[config.mk]
export PLATFORM = sky130hd
export DESIGN_NAME = align_rdq
export DESIGN_NICKNAME = d
export VERILOG_FILES = /design/src/rtl/align_pkg.sv /design/src/rtl/align_rdq_chk.sv /design/src/rtl/align_rdq_fifo.sv /design/src/rtl/align_rdq.sv
export SDC_FILE = /design/constraint.sdc
export NUM_CORES = 1
export LEC_CHECK = 0
export ABC_AREA = 1
export CAP_MARGIN = 30
export CORE_ASPECT_RATIO = 0.8
export CORE_MARGIN = 2
export CORE_UTILIZATION = 52
export CTS_CLUSTER_SIZE = 12
export DETAILED_ROUTE_END_ITERATION = 10
export PLACE_DENSITY_LB_ADDON = 0.2
export SYNTH_ARGS = -nofsm -noshare
export SYNTH_HDL_FRONTEND = slang
export SYNTH_HIERARCHICAL = 1
export SYNTH_SLANG_ARGS = --single-unit
[constraint.sdc]
create_clock -name clk -period 4 [get_ports clk]
set_input_delay 0.4 -clock clk [delete_from_list [all_inputs] [get_ports clk]]
set_output_delay 0.4 -clock clk [all_outputs]
set_load 0.02 [all_outputs]
[src/rtl/align_pkg.sv]
// align_pkg: shared types and helpers for the align_rdq request front-end.
// rdq_rsp_t is the canonical response layout captured from the align stage.
package align_pkg;

  localparam int RDQ_WIDTH   = 32;
  localparam int RDQ_BITPADR = 10;

  typedef struct packed {
    logic [RDQ_WIDTH-1:0]   dout;
    logic                   serr;
    logic [RDQ_BITPADR-1:0] padr;
  } rdq_rsp_t;

  // Cycles from an accepted read to the align stage presenting its data.
  function automatic int rdq_lat(input int sram_delay, input int flopmem);
    return sram_delay + flopmem;
  endfunction

endpackage

[src/rtl/align_rdq_chk.sv]
// align_rdq_chk: protocol checks for align_rdq (FIFO overflow/underflow,
// accepted address range). Contains assertions only, no design logic.
module align_rdq_chk #(
  parameter int NUMADDR = 1024,
  parameter int BITADDR = 10
) (
  input logic               clk,
  input logic               rst,
  input logic               fifo_push,
  input logic               fifo_full,
  input logic               fifo_pop,
  input logic               fifo_empty,
  input logic               req_acc,
  input logic [BITADDR-1:0] req_addr
);

  a_no_overflow: assert property (@(posedge clk) disable iff (rst)
    !(fifo_push && fifo_full));

  a_no_underflow: assert property (@(posedge clk) disable iff (rst)
    !(fifo_pop && fifo_empty));

  a_addr_range: assert property (@(posedge clk) disable iff (rst)
    req_acc |-> (32'(req_addr) < NUMADDR));

endmodule

[src/rtl/align_rdq_fifo.sv]
// align_rdq_fifo: DEPTH-entry circular response FIFO with a registered head.
// The head register is refreshed every cycle from the next-state queue, so a
// word pushed at cycle T is visible on out_vld/out_data at T+1.
module align_rdq_fifo
  import align_pkg::*;
#(
  parameter int  DEPTH = 4,
  parameter type rsp_t = rdq_rsp_t
) (
  input  logic clk,
  input  logic rst,
  input  logic push,
  input  rsp_t wdata,
  input  logic pop,
  output logic full,
  output logic empty,
  output logic out_vld,
  output rsp_t out_data
);

  localparam int PW = (DEPTH > 1) ? $clog2(DEPTH) : 1;
  localparam int CW = $clog2(DEPTH + 1);

  rsp_t          mem_r [DEPTH];
  logic [PW-1:0] wr_ptr_r;
  logic [PW-1:0] rd_ptr_r;
  logic [PW-1:0] wr_nxt_s;
  logic [PW-1:0] rd_nxt_s;
  logic [CW-1:0] cnt_r;
  logic [CW-1:0] cnt_nxt_s;
  logic          push_s;
  logic          pop_s;
  logic          head_from_push_s;
  rsp_t          head_s;
  logic          out_vld_r;
  rsp_t          out_data_r;

  function automatic logic [PW-1:0] ptr_inc(input logic [PW-1:0] p);
    if (p == PW'(DEPTH - 1)) begin
      return {PW{1'b0}};
    end else begin
      return p + PW'(1);
    end
  endfunction

  assign full  = (cnt_r == CW'(DEPTH));
  assign empty = (cnt_r == {CW{1'b0}});
  // A full FIFO drops the push instead of corrupting the head entry.
  assign push_s = push && !full;
  assign pop_s  = pop && !empty;
  // The incoming word becomes the head when nothing older survives this cycle.
  assign head_from_push_s = push_s &&
                            ((cnt_r == {CW{1'b0}}) || ((cnt_r == CW'(1)) && pop_s));

  // Next-state pointers, occupancy and head word.
  always_comb begin
    wr_nxt_s  = wr_ptr_r;
    rd_nxt_s  = rd_ptr_r;
    cnt_nxt_s = cnt_r;
    head_s    = '0;
    if (push_s) begin
      wr_nxt_s = ptr_inc(wr_ptr_r);
    end else begin
      wr_nxt_s = wr_ptr_r;
    end
    if (pop_s) begin
      rd_nxt_s = ptr_inc(rd_ptr_r);
    end else begin
      rd_nxt_s = rd_ptr_r;
    end
    case ({push_s, pop_s})
      2'b10:   cnt_nxt_s = cnt_r + CW'(1);
      2'b01:   cnt_nxt_s = cnt_r - CW'(1);
      default: cnt_nxt_s = cnt_r;
    endcase
    if (cnt_nxt_s == {CW{1'b0}}) begin
      head_s = '0;
    end else if (head_from_push_s) begin
      head_s = wdata;
    end else begin
      head_s = mem_r[rd_nxt_s];
    end
  end

  // Storage array; contents are don't-care until covered by the count.
  always_ff @(posedge clk) begin
    if (push_s) begin
      mem_r[wr_ptr_r] <= wdata;
    end
  end

  // Pointers, occupancy and the registered head.
  always_ff @(posedge clk or posedge rst) begin
    if (rst) begin
      wr_ptr_r   <= {PW{1'b0}};
      rd_ptr_r   <= {PW{1'b0}};
      cnt_r      <= {CW{1'b0}};
      out_vld_r  <= 1'b0;
      out_data_r <= '0;
    end else begin
      wr_ptr_r   <= wr_nxt_s;
      rd_ptr_r   <= rd_nxt_s;
      cnt_r      <= cnt_nxt_s;
      out_vld_r  <= (cnt_nxt_s != {CW{1'b0}});
      out_data_r <= head_s;
    end
  end

  assign out_vld  = out_vld_r;
  assign out_data = out_data_r;

endmodule

[src/rtl/align_rdq.sv]
// align_rdq: valid/ready request front-end for the word-align stage.
// Tracks in-flight reads through the fixed align latency, captures returns in
// a credit-protected response FIFO, and optionally logs parity errors.
// Optional feature macro: ALIGN_RDQ_ERRLOG_EN (error log; tied off otherwise).
module align_rdq
  import align_pkg::*;
#(
  parameter int WIDTH      = 32,
  parameter int NUMADDR    = 1024,
  parameter int BITADDR    = 10,
  parameter int BITPADR    = 10,
  parameter int SRAM_DELAY = 2,
  parameter int FLOPMEM    = 0,
  parameter int RSPDPTH    = 4,
  parameter int BITRSPD    = 3,
  parameter int BITECNT    = 8
) (
  input  logic               clk,
  input  logic               rst,
  input  logic               req_vld,
  output logic               req_rdy,
  input  logic               req_wr,
  input  logic [BITADDR-1:0] req_addr,
  input  logic [WIDTH-1:0]   req_din,
  output logic               read,
  output logic               write,
  output logic [BITADDR-1:0] addr,
  output logic [WIDTH-1:0]   din,
  input  logic [WIDTH-1:0]   dout,
  input  logic               serr,
  input  logic [BITPADR-1:0] padr,
  output logic               rsp_vld,
  input  logic               rsp_rdy,
  output logic [WIDTH-1:0]   rsp_dout,
  output logic               rsp_serr,
  output logic [BITPADR-1:0] rsp_padr,
  output logic               err_vld,
  output logic [BITPADR-1:0] err_padr,
  output logic [BITECNT-1:0] err_cnt,
  input  logic               err_clr
);

  localparam int LAT = rdq_lat(SRAM_DELAY, FLOPMEM);

  // Same layout as rdq_rsp_t, sized by this instance's parameters.
  typedef struct packed {
    logic [WIDTH-1:0]   dout;
    logic               serr;
    logic [BITPADR-1:0] padr;
  } rsp_t;

  logic               acc_s;
  logic               rd_acc_s;
  logic               pop_s;
  logic               push_s;
  logic               fifo_full_s;
  logic               fifo_empty_s;
  logic [LAT-1:0]     tag_r;
  logic [BITRSPD-1:0] cred_r;
  logic [BITRSPD-1:0] cred_nxt_s;
  logic               req_rdy_r;
  rsp_t               push_data_s;
  rsp_t               rsp_data_s;

  assign acc_s    = req_vld && req_rdy_r;
  assign rd_acc_s = acc_s && !req_wr;
  assign pop_s    = rsp_vld && rsp_rdy;
  assign push_s   = tag_r[LAT-1];
  assign req_rdy  = req_rdy_r;

  assign push_data_s.dout = dout;
  assign push_data_s.serr = serr;
  assign push_data_s.padr = padr;

  // Forward an accepted request to the align stage in the same cycle.
  always_comb begin
    read  = 1'b0;
    write = 1'b0;
    addr  = {BITADDR{1'b0}};
    din   = {WIDTH{1'b0}};
    if (acc_s) begin
      read  = !req_wr;
      write = req_wr;
      addr  = req_addr;
      din   = req_din;
    end else begin
      read  = 1'b0;
      write = 1'b0;
      addr  = {BITADDR{1'b0}};
      din   = {WIDTH{1'b0}};
    end
  end

  // Credits: reads in flight plus FIFO occupancy.
  always_comb begin
    cred_nxt_s = cred_r;
    case ({rd_acc_s, pop_s})
      2'b10:   cred_nxt_s = cred_r + BITRSPD'(1);
      2'b01:   cred_nxt_s = cred_r - BITRSPD'(1);
      default: cred_nxt_s = cred_r;
    endcase
  end

  // Credit counter and registered ready (no path from rsp_rdy to req_rdy).
  always_ff @(posedge clk or posedge rst) begin
    if (rst) begin
      cred_r    <= {BITRSPD{1'b0}};
      req_rdy_r <= 1'b1;
    end else begin
      cred_r    <= cred_nxt_s;
      req_rdy_r <= (cred_nxt_s < BITRSPD'(RSPDPTH));
    end
  end

  // Read tags travel alongside the align pipeline; the exit bit pushes.
  always_ff @(posedge clk or posedge rst) begin
    if (rst) begin
      tag_r <= {LAT{1'b0}};
    end else begin
      tag_r[0] <= rd_acc_s;
      for (int i = 1; i < LAT; i++) begin
        tag_r[i] <= tag_r[i-1];
      end
    end
  end

  align_rdq_fifo #(
    .DEPTH (RSPDPTH),
    .rsp_t (rsp_t)
  ) u_fifo (
    .clk      (clk),
    .rst      (rst),
    .push     (push_s),
    .wdata    (push_data_s),
    .pop      (pop_s),
    .full     (fifo_full_s),
    .empty    (fifo_empty_s),
    .out_vld  (rsp_vld),
    .out_data (rsp_data_s)
  );

  assign rsp_dout = rsp_data_s.dout;
  assign rsp_serr = rsp_data_s.serr;
  assign rsp_padr = rsp_data_s.padr;

`ifdef ALIGN_RDQ_ERRLOG_EN
  logic               err_vld_r;
  logic [BITPADR-1:0] err_padr_r;
  logic [BITECNT-1:0] err_cnt_r;

  // Error log: first failing padr, saturating count; clear beats a new error.
  always_ff @(posedge clk or posedge rst) begin
    if (rst) begin
      err_vld_r  <= 1'b0;
      err_padr_r <= {BITPADR{1'b0}};
      err_cnt_r  <= {BITECNT{1'b0}};
    end else if (err_clr) begin
      err_vld_r  <= 1'b0;
      err_padr_r <= {BITPADR{1'b0}};
      err_cnt_r  <= {BITECNT{1'b0}};
    end else if (push_s && serr) begin
      if (err_cnt_r != {BITECNT{1'b1}}) begin
        err_cnt_r <= err_cnt_r + BITECNT'(1);
      end
      if (!err_vld_r) begin
        err_vld_r  <= 1'b1;
        err_padr_r <= padr;
      end
    end
  end

  assign err_vld  = err_vld_r;
  assign err_padr = err_padr_r;
  assign err_cnt  = err_cnt_r;
`else
  logic unused_err_clr_s;
  assign unused_err_clr_s = err_clr;
  assign err_vld  = 1'b0;
  assign err_padr = {BITPADR{1'b0}};
  assign err_cnt  = {BITECNT{1'b0}};
`endif

  align_rdq_chk #(
    .NUMADDR (NUMADDR),
    .BITADDR (BITADDR)
  ) u_chk (
    .clk        (clk),
    .rst        (rst),
    .fifo_push  (push_s),
    .fifo_full  (fifo_full_s),
    .fifo_pop   (pop_s),
    .fifo_empty (fifo_empty_s),
    .req_acc    (acc_s),
    .req_addr   (req_addr)
  );

endmodule

======== After elaboration in Yosys (flattened, before gate mapping) ========
Memory sizes are Yosys's and may differ from the RTL's.
Cells that the tools add are included.
word-level totals
  input port bits ......................... 91
  register bits after elaboration ......... 57
  output and inout bits ................... 108
  bits in writable memories ............... 172
  logic and storage cells ................. 53
  memories kept ........................... 1
memory list
  name          depth  width  read ports  clocked after Yosys merged registers in  wr ports  line                  RTL
  u_fifo.mem_r  4      43     1           0                                        1         align_rdq_fifo.sv:24  rsp_t mem_r [DEPTH];
operators by class
  reductions and logical operators ........ 14
  multiplexer cells ....................... 13
  eq/ne operators ......................... 8
  add/sub/neg operators ................... 6
  order comparisons ....................... 1
operators with widths
  operator                                             count
  2-to-1 mux 43 bit                                    2
  2-to-1 mux 32 bit                                    1
  one-hot mux 3 bit (2 select lines)                   2
  2-to-1 mux 10 bit                                    1
  equality test 2 bit, second input constant           4
  logical AND 1 bit                                    7
  adder 3 x 1 -> 3 bit, second input constant          2
  logical NOT 3 bit                                    2
  2-to-1 mux 2 bit                                     3
  subtractor 3 x 1 -> 3 bit, second input constant     2
  adder 2 x 1 -> 2 bit, second input constant          2
  equality test 2 x 1 -> 1 bit, second input constant  2
  2-to-1 mux 1 bit                                     4
  equality test 3 x 1 -> 1 bit, second input constant  1
  equality test 3 bit, second input constant           1
  logical NOT 1 bit                                    3
  less-than comparator 3 bit, second input constant    1
  nonzero test 3 bit                                   1
  logical OR 1 bit                                     1

======== Longest topological paths before layout ========
Gate-level depths: netlist of run 1.
  depth in word-level cells ............... 8
  gate-level depth with buffers ........... 16
  gate-level depth less buffers ........... 15

======== Modules after synthesis ========
The synthesis of run 1 kept the hierarchy.
by module, submodules not included
  module          area each (um2)  sequential area each (um2)  instances  cells each
  align_rdq_fifo  9,217.6          6,441.2                     1          783
  align_rdq       788.3            151.4                       1          139

======== Worst setup path after synthesis of run 1 ========
OpenSTA, ideal clock, no wires.
  kind .................................... register to register
  start point ............................. register u_fifo.cnt_r[0]
  end point ............................... memory u_fifo/mem_r[0][0] (netlist bit), enable pin
  data required time ...................... 3.556 ns
  setup time .............................. 0.444 ns
  clock period less this slack ............ 3.428 ns
  arrival ................................. 2.984 ns
  buffers on the path ..................... 0
  stages on the path, launching flop included .. 8
  setup slack ............................. 0.572 ns
  path through ............................ dfrtp_1 > inv_1 > ha_1 > nand2_1 > inv_1 > nor2_1 > inv_1 > nor2_1
between the ends
  longest elaborated chain between the ends .. 5
ends and longest elaborated chain
  item                                    line                   RTL
  from (decl)                             align_rdq_fifo.sv:29   logic [CW-1:0] cnt_r;
  from (signal assigned)                  align_rdq_fifo.sv:97   cnt_r <= {CW{1'b0}};
  from (signal assigned)                  align_rdq_fifo.sv:103  cnt_r <= cnt_nxt_s;
  equality test 3 bit                     align_rdq_fifo.sv:46   assign full = (cnt_r == CW'(DEPTH));
  net fifo_full_s                         align_rdq.sv:56        logic fifo_full_s;
  logical NOT 1 bit                       align_rdq_fifo.sv:49   assign push_s = push && !full;
  logical AND 1 bit                       align_rdq_fifo.sv:49
  net u_fifo.push_s                       align_rdq_fifo.sv:31   logic push_s;
  2-to-1 mux 1 bit                        align_rdq_fifo.sv:87   if (push_s) begin
  2-to-1 mux 1 bit (implied by the code)  align_rdq_fifo.sv:88   mem_r[wr_ptr_r] <= wdata;
  to (decl)                               align_rdq_fifo.sv:24
The timed path passes the listed nets, and every way through them passes these cells.

==> key figures, run 1 <==
Run status
  • Status: completed

Critical path
  • Max stage delay cell, worst path: nand2_2
  • Required @ worst endpoint: roughly 4.4 ns
  • Crit start category: flop
  • CP dominant cell by count: inv_1
  • Crit path max-delay family: simple AND/OR/NAND/NOR gates
  • Worst Path Max Fanout: 20
  • R2r startpoint: u_fifo/cnt_r[0]
  • Critical Path AT: 3.79 ns
  • CP Cell Sequence: inv_1 -> ha_1 -> nand2_1 -> inv_1 -> nor2_1 -> inv_1 -> ha_1 -> inv_1 -> nor2_1 -> a31oi_1 -> nor2_1 -> nand2_2 -> buf_4 -> nand2_1 -> a21oi_1
  • Worst Path Buf+Inv: 5
  • CP peak stage delay: between 0.4 and 0.5 ns
  • Critical path class: reg -> reg
  • Setup crit start: u_fifo/cnt_r[0]
  • Crit path capture type: flop

Die
  • Num rows: 45
  • Initial Util: 52.9%
  • Core Footprint: around 19000 um2
  • Die X-Extent: about 160 um
  • IO Pins: approximately 200
  • Die area: between 20000 and 25000 um2
  • Die H: between 100 and 150 um

CTS
  • H-Tree Depth: 1
  • Total CTS buffers: 23
  • Worst-path clk slew: approximately 0.060 ns
  • Clk_lat worst skew: 0.51 ns
  • CTS tree: yes
  • PostCTS Resize Cnt: 0
  • Hold_buf cts: 0
  • # clock sinks: 229
  • CTS Buffer Depth: 3
  • Setup Buffers After CTS: 0
  • Root buffer cell: clkbuf_16

Pwr
  • Power density cells: 740 nW/um2
  • Peak supply drop: between 0.0004 and 0.0005 V
  • Leak: roughly 0.0052 uW

GRT
  • GRT Util Overall: ~22%
  • Global route total overflow: 0
  • Vias in the first global route: about 6700
  • Initial antenna violation count: 0
  • First-pass GRT wire length: 36.0 mm
  • Largest net degree at the start of global routing: 87

Drt
  • Vias: ~7100
  • Drt via density: between 5 and 6
  • DR DRC count: 0
  • Initial DRT Pass Iterations: 7
  • Final WL: around 23 mm
  • Drt initial violations: ~570
  • Routed WL per cell: 16.9 um
  • Post-route ant nets: 0

Timing
  • Clk_skew: 0.0174 ns
  • Min Tclk post-route: around 3.4 ns
  • Final setup vio count: 0
  • Slew Limit Fails: 0
  • Peak Freq: between 200 and 300 MHz
  • Setup TNS: 0 ns
  • Least-Margin Pin Slew: approximately 1 ns
  • Final WS setup: about 0.63 ns
  • Unrepaired setup endpoints after global routing: no
  • Final period util: a little over four fifths
  • Slew HR: 33.2%
  • Final hold vios: 0

Place
  • Routability Congestion: between 0.7 and 0.8
  • Dpl hpwl: around 14 mm
  • I/O Buffers: between 150 and 200
  • Pre-CTS WS: ~0.68 ns

Hold path
  • Worst min path class: in -> async

Final layout
  • Reg area: around 6600 um2
  • Fill count: between 1000 and 1500
  • Commonest non-fill, non-tap cell in the layout: nand3_1
  • Layout cells sized above 1: 8.70%
  • Area Growth Syn to Fin: 26.2%
  • Nets: 1192
  • Footprint of the multi-input gates: roughly 2800 um2
  • ANT cells: 0
  • Leading cell types in the layout, fill and taps excluded: nand3_1 (217), clkdlybuf4s50_1 (178), edfxtp_1 (172), nand2_1 (153), inv_1 (71)

Synth
  • Yosys warns: 6
  • Avg Cell Area, Syn: approximately 11 um2
  • Netlist Area Pre-Place: around 10000 um2
  • Cells after Synth: 921

Flow run
  • Max_cap viols: 0
metrics by stage:
step	cell area (um2)	hold slack, ns	utilization [%]	total power [uW]	std cells
6_report	12600	0.159	66.7	9350	1361
5_1_grt	12600	0.180	66.7	9940	1361
4_1_cts	12600	0.159	66.7	9400	1361
3_5_place_dp	11900	0.343	63.2	7410	1320
3_3_place_gp	11900	0.344	63.0	7310	1319
2_1_floorplan	10100	0.190	-	5970	939
sequential cells by signal, indices dropped and copies added, names as in the netlist, named ones only:
signal / count
req_rdy: 1
u_fifo/wr_ptr_r: 2
u_fifo/out_data: 43
cred_r: 2
u_fifo/cnt_r: 3
u_fifo/out_vld: 1
tag_r: 2
u_fifo/mem_r: 172
u_fifo/rd_ptr_r: 2
area by class of cell:
cell class / count / share of cell area (%)
Clock buffer: 40 / 5.30
Clock inverter: 1 / 0.0694
Inverter: 73 / 2.17
Multi-Input combinational cell: 563 / 22.2
Sequential cell: 229 / 52.2
Tap cell: 258 / 2.56
Timing Repair Buffer: 197 / 15.4
where the power goes:
part | switching [uW] | internal (uW)
sequential | 137 | 3030
clock | 834 | 1130
combinational | 2670 | 1540
worst reg2reg max path: cells and delay by family, from the launching register on:
| kind | cells | cell delay, ns |
|---|---|---|
| DFF | 1 | 0.40 |
| and+or+nand+nor | 6 | 1.01 |
| AOI/OAI and AO/OA | 2 | 0.34 |
| adders and majority gates | 2 | 0.63 |
| buffers and inverters | 5 | 0.88 |
routing by layer:
metal  GRT usage, %  up-vias  share of wire (%)
met2           38.8      268                 48
li1               -     3417                  -
met1           30.3     3365                 43
met5              0        -                  0
met4           5.83        0                2.0
met3           3.24       42                6.7
path summary, 6_finish.rpt:
kind | end | slack (ns) | cells after the start
max | u_fifo/out_data[27] | 0.63 | 15
min in group clk | tag_r[1] | 0.36 | 0
max reg2reg | u_fifo/out_data[27] | 0.63 | 15
min | cred_r[0] | 0.16 | 2
min reg2reg | tag_r[1] | 0.36 | 0
max in group asynchronous | u_fifo/out_data[15] | 2.83 | 3
No activity file was read; power rests on OpenSTA's default activity.
==> run 2: changes to the inputs <==
Settings changed: CORE_UTILIZATION 52 to 47.
Clock period 4 ns to 2.9 ns, I/O delays scaled along.
==> run 2 against run 1 <==
Net effect: utilization shrank 5.4 points; wire length grew 0.88%; clock skew shrank 0.0067 ns; power grew 39%; sequential cell count is the same; critical path type is now reg -> out; critical endpoint is now din[0]; largest power group unchanged.
==> key figures, run 2 (synthesized netlist as in run 1, its figures left out) <==
Die
  • Core Footprint: 20800 um2 (+9.7%)
  • IO Pins: 199 (unchanged)
  • Initial Util: 48.2% (-4.7 points)
  • Num rows: 47 (+4.4%)
  • Die area: 22500 um2 (+10%)
  • Die X-Extent: 167 um (+5.1%)
  • Die H: 134 um (+5.0%)

Timing
  • Clk_skew: 0.0107 ns (-0.00672 ns)
  • Min Tclk post-route: about 2.6 ns
  • Peak Freq: between 300 and 400 MHz
  • Slew HR: 49.9% (+17 points)
  • Slew Limit Fails: 0 (unchanged)
  • Min Hold Slack: 0.0595 ns (-0.0991 ns)
  • Final setup vio count: 0 (unchanged)
  • Unrepaired setup endpoints after global routing: no
  • Final hold vios: 0 (unchanged)
  • Final WS setup: 0.287 ns (-0.341 ns)
  • Final period util: between 90% and 100%
  • Least-Margin Pin Slew: 0.750 ns (-0.252 ns)

CTS
  • Total CTS buffers: 23 (unchanged)
  • CTS tree: yes
  • Worst-path clk slew: 0.06 ns (about the same)
  • Setup Buffers After CTS: 0 (unchanged)
  • H-Tree Depth: 1 (unchanged)
  • CTS Buffer Depth: 3 (unchanged)
  • Root buffer cell: clkbuf_16
  • PostCTS Resize Cnt: 0 (unchanged)
  • Clk_lat worst skew: 0.50 ns (about the same)
  • # clock sinks: 229 (unchanged)
  • Hold_buf cts: 0 (unchanged)

Drt
  • Met1 wire length: 10.1 mm (+1.9%)
  • Routed WL per cell: 16.8 um (-0.58%)
  • Drt initial violations: 558 (-1.2%)
  • Highest routed layer: met4
  • Vias: 7165 (+1.0%)
  • Met2 routed WL: 11.0 mm (-1.7%)
  • Final WL: 23.2 mm (+0.88%)
  • Post-route ant nets: 0 (unchanged)
  • DR DRC count: 0 (unchanged)
  • Routed wl met3: 1.80 mm (+17%)
  • Drt via density: 5.19 (-0.43%)
  • Initial DRT Pass Iterations: 5 (-2)

GRT
  • First-pass GRT wire length: 36.9 mm (+2.6%)
  • Vias in the first global route: 6945 (+3.3%)
  • Initial antenna violation count: 0 (unchanged)
  • Global route total overflow: 0 (unchanged)
  • GRT Util Overall: 20.7% (-1.8 points)
  • Largest net degree at the start of global routing: 46 (-47%)

Final layout
  • Leading cell types in the layout, fill and taps excluded: nand3_1 (217), clkdlybuf4s50_1 (178), edfxtp_1 (172), nand2_1 (153), inv_1 (71)
  • Most flop-heavy register: u_fifo/mem_r
  • Commonest non-fill, non-tap cell in the layout: nand3_1
  • Max reg flops: 172 (unchanged)
  • Layout cells sized above 1: 9.62% (+0.92 points)
  • ANT cells: 0 (unchanged)
  • Nets: 1204 (+1.0%)
  • Area Growth Syn to Fin: 27.4%

Pwr
  • Internal Power: 7950 uW (+39%)
  • Clock Power Share: 20.3% (-0.7 points)
  • Switching pwr: 5050 uW (+39%)
  • Leak: 0.00526 uW (+1.2%)
  • Peak supply drop: 0.000682 V (+57%)
  • Power share of the combinational group: 46.0% (+0.9 points)
  • Flop pwr share: 33.6% (-0.3 points)
  • Power density cells: 1020 nW/um2 (+38%)
  • Sw frac: 38.8% (-0.15 points)

Run status
  • Status: completed

Critical path
  • Crit path capture type: output pin
  • Critical path class: reg -> out
  • Worst Path Max Fanout: 23 (+15%)
  • R2R Setup Slk: 0.36 ns (-0.27 ns)
  • Required @ worst endpoint: 2.61 ns (-1.81 ns)
  • Critical Path AT: 2.32 ns (-1.47 ns)
  • R2r startpoint: u_fifo/cnt_r[0]
  • R2r endpoint: u_fifo/out_data[15]
  • R2R cell count: 14 (-1)
  • CP peak stage delay: 0.64 ns (+0.20 ns)
  • Crit start category: flop
  • Max stage delay cell, worst path: clkdlybuf4s50_1
  • CP Cell Sequence: nand2_2 -> buf_4 -> nor2_1 -> clkdlybuf4s50_1

Hold path
  • Worst min path class: in -> async

Place
  • I/O Buffers: 178 (unchanged)
  • Pre-CTS WS: 0.414 ns (-0.270 ns)
  • Routability Congestion: 0.786 (+3.6%)
  • Dpl hpwl: 14.1 mm (+0.84%)

Flow run
  • Max_cap viols: 0 (unchanged)
## run 2: cell type report
class                   instances  area (um2)
flip-flops and latches        229        6590
multi-input cells             563        2810
fillers                      1673        8020
well taps                     269         337
clock buffers                  37         648
repair buffers                209        2080
inverters                      73         274
clock inverters                 1        5.00
## run 2: power groups by stage
stage / clock network, uW / registers [uW] / logic [uW]
global route: 2820 / 4430 / 6610
CTS: 2680 / 4380 / 5990
finish: 2640 / 4370 / 5980
global placement: 0 / 4440 / 5870
floorplan: 0 / 4830 / 3400
detailed placement: 0 / 4440 / 5960
## run 2: through the flow
stage                     area [um2]  TNS [ns]  total power (uW)  util [%]  std cells
final                          12700         0             13000      61.4       1381
after global routing           12700         0             13900      61.4       1381
after CTS                      12700         0             13100      61.4       1381
after detailed placement       12100         0             10400      58.2       1343
after global placement         12100         0             10300      58.2       1343
after floorplan                10100    -90.76              8230         -        939
## run 2: worst max-delay path by stage
stage,startpoint,end,slack [ns]
2_1_floorplan,u_fifo/cnt_r[0],u_fifo/mem_r[0][0],-0.53
3_3_place_gp,rsp_rdy,u_fifo/out_data[15],0.42
3_5_place_dp,rsp_rdy,u_fifo/out_data[4],0.41
4_1_cts,req_rdy,din[0],0.25
5_1_grt,u_fifo/cnt_r[0],u_fifo/out_data[15],0.12
6_report,req_rdy,din[0],0.29
## run 2: worst max-delay path, delay by kind of cell (launching register included)
kind	cells	cell delay, ns
and+or+nand+nor	2	0.33
buffers and inverters	2	0.95
DFF	1	0.53
## run 2: layer usage
layer | vias to the layer above | global-route usage, %
met5 | - | 0
met4 | 0 | 6.13
met1 | 3428 | 28.8
li1 | 3429 | -
met3 | 32 | 3.46
met2 | 276 | 33.8
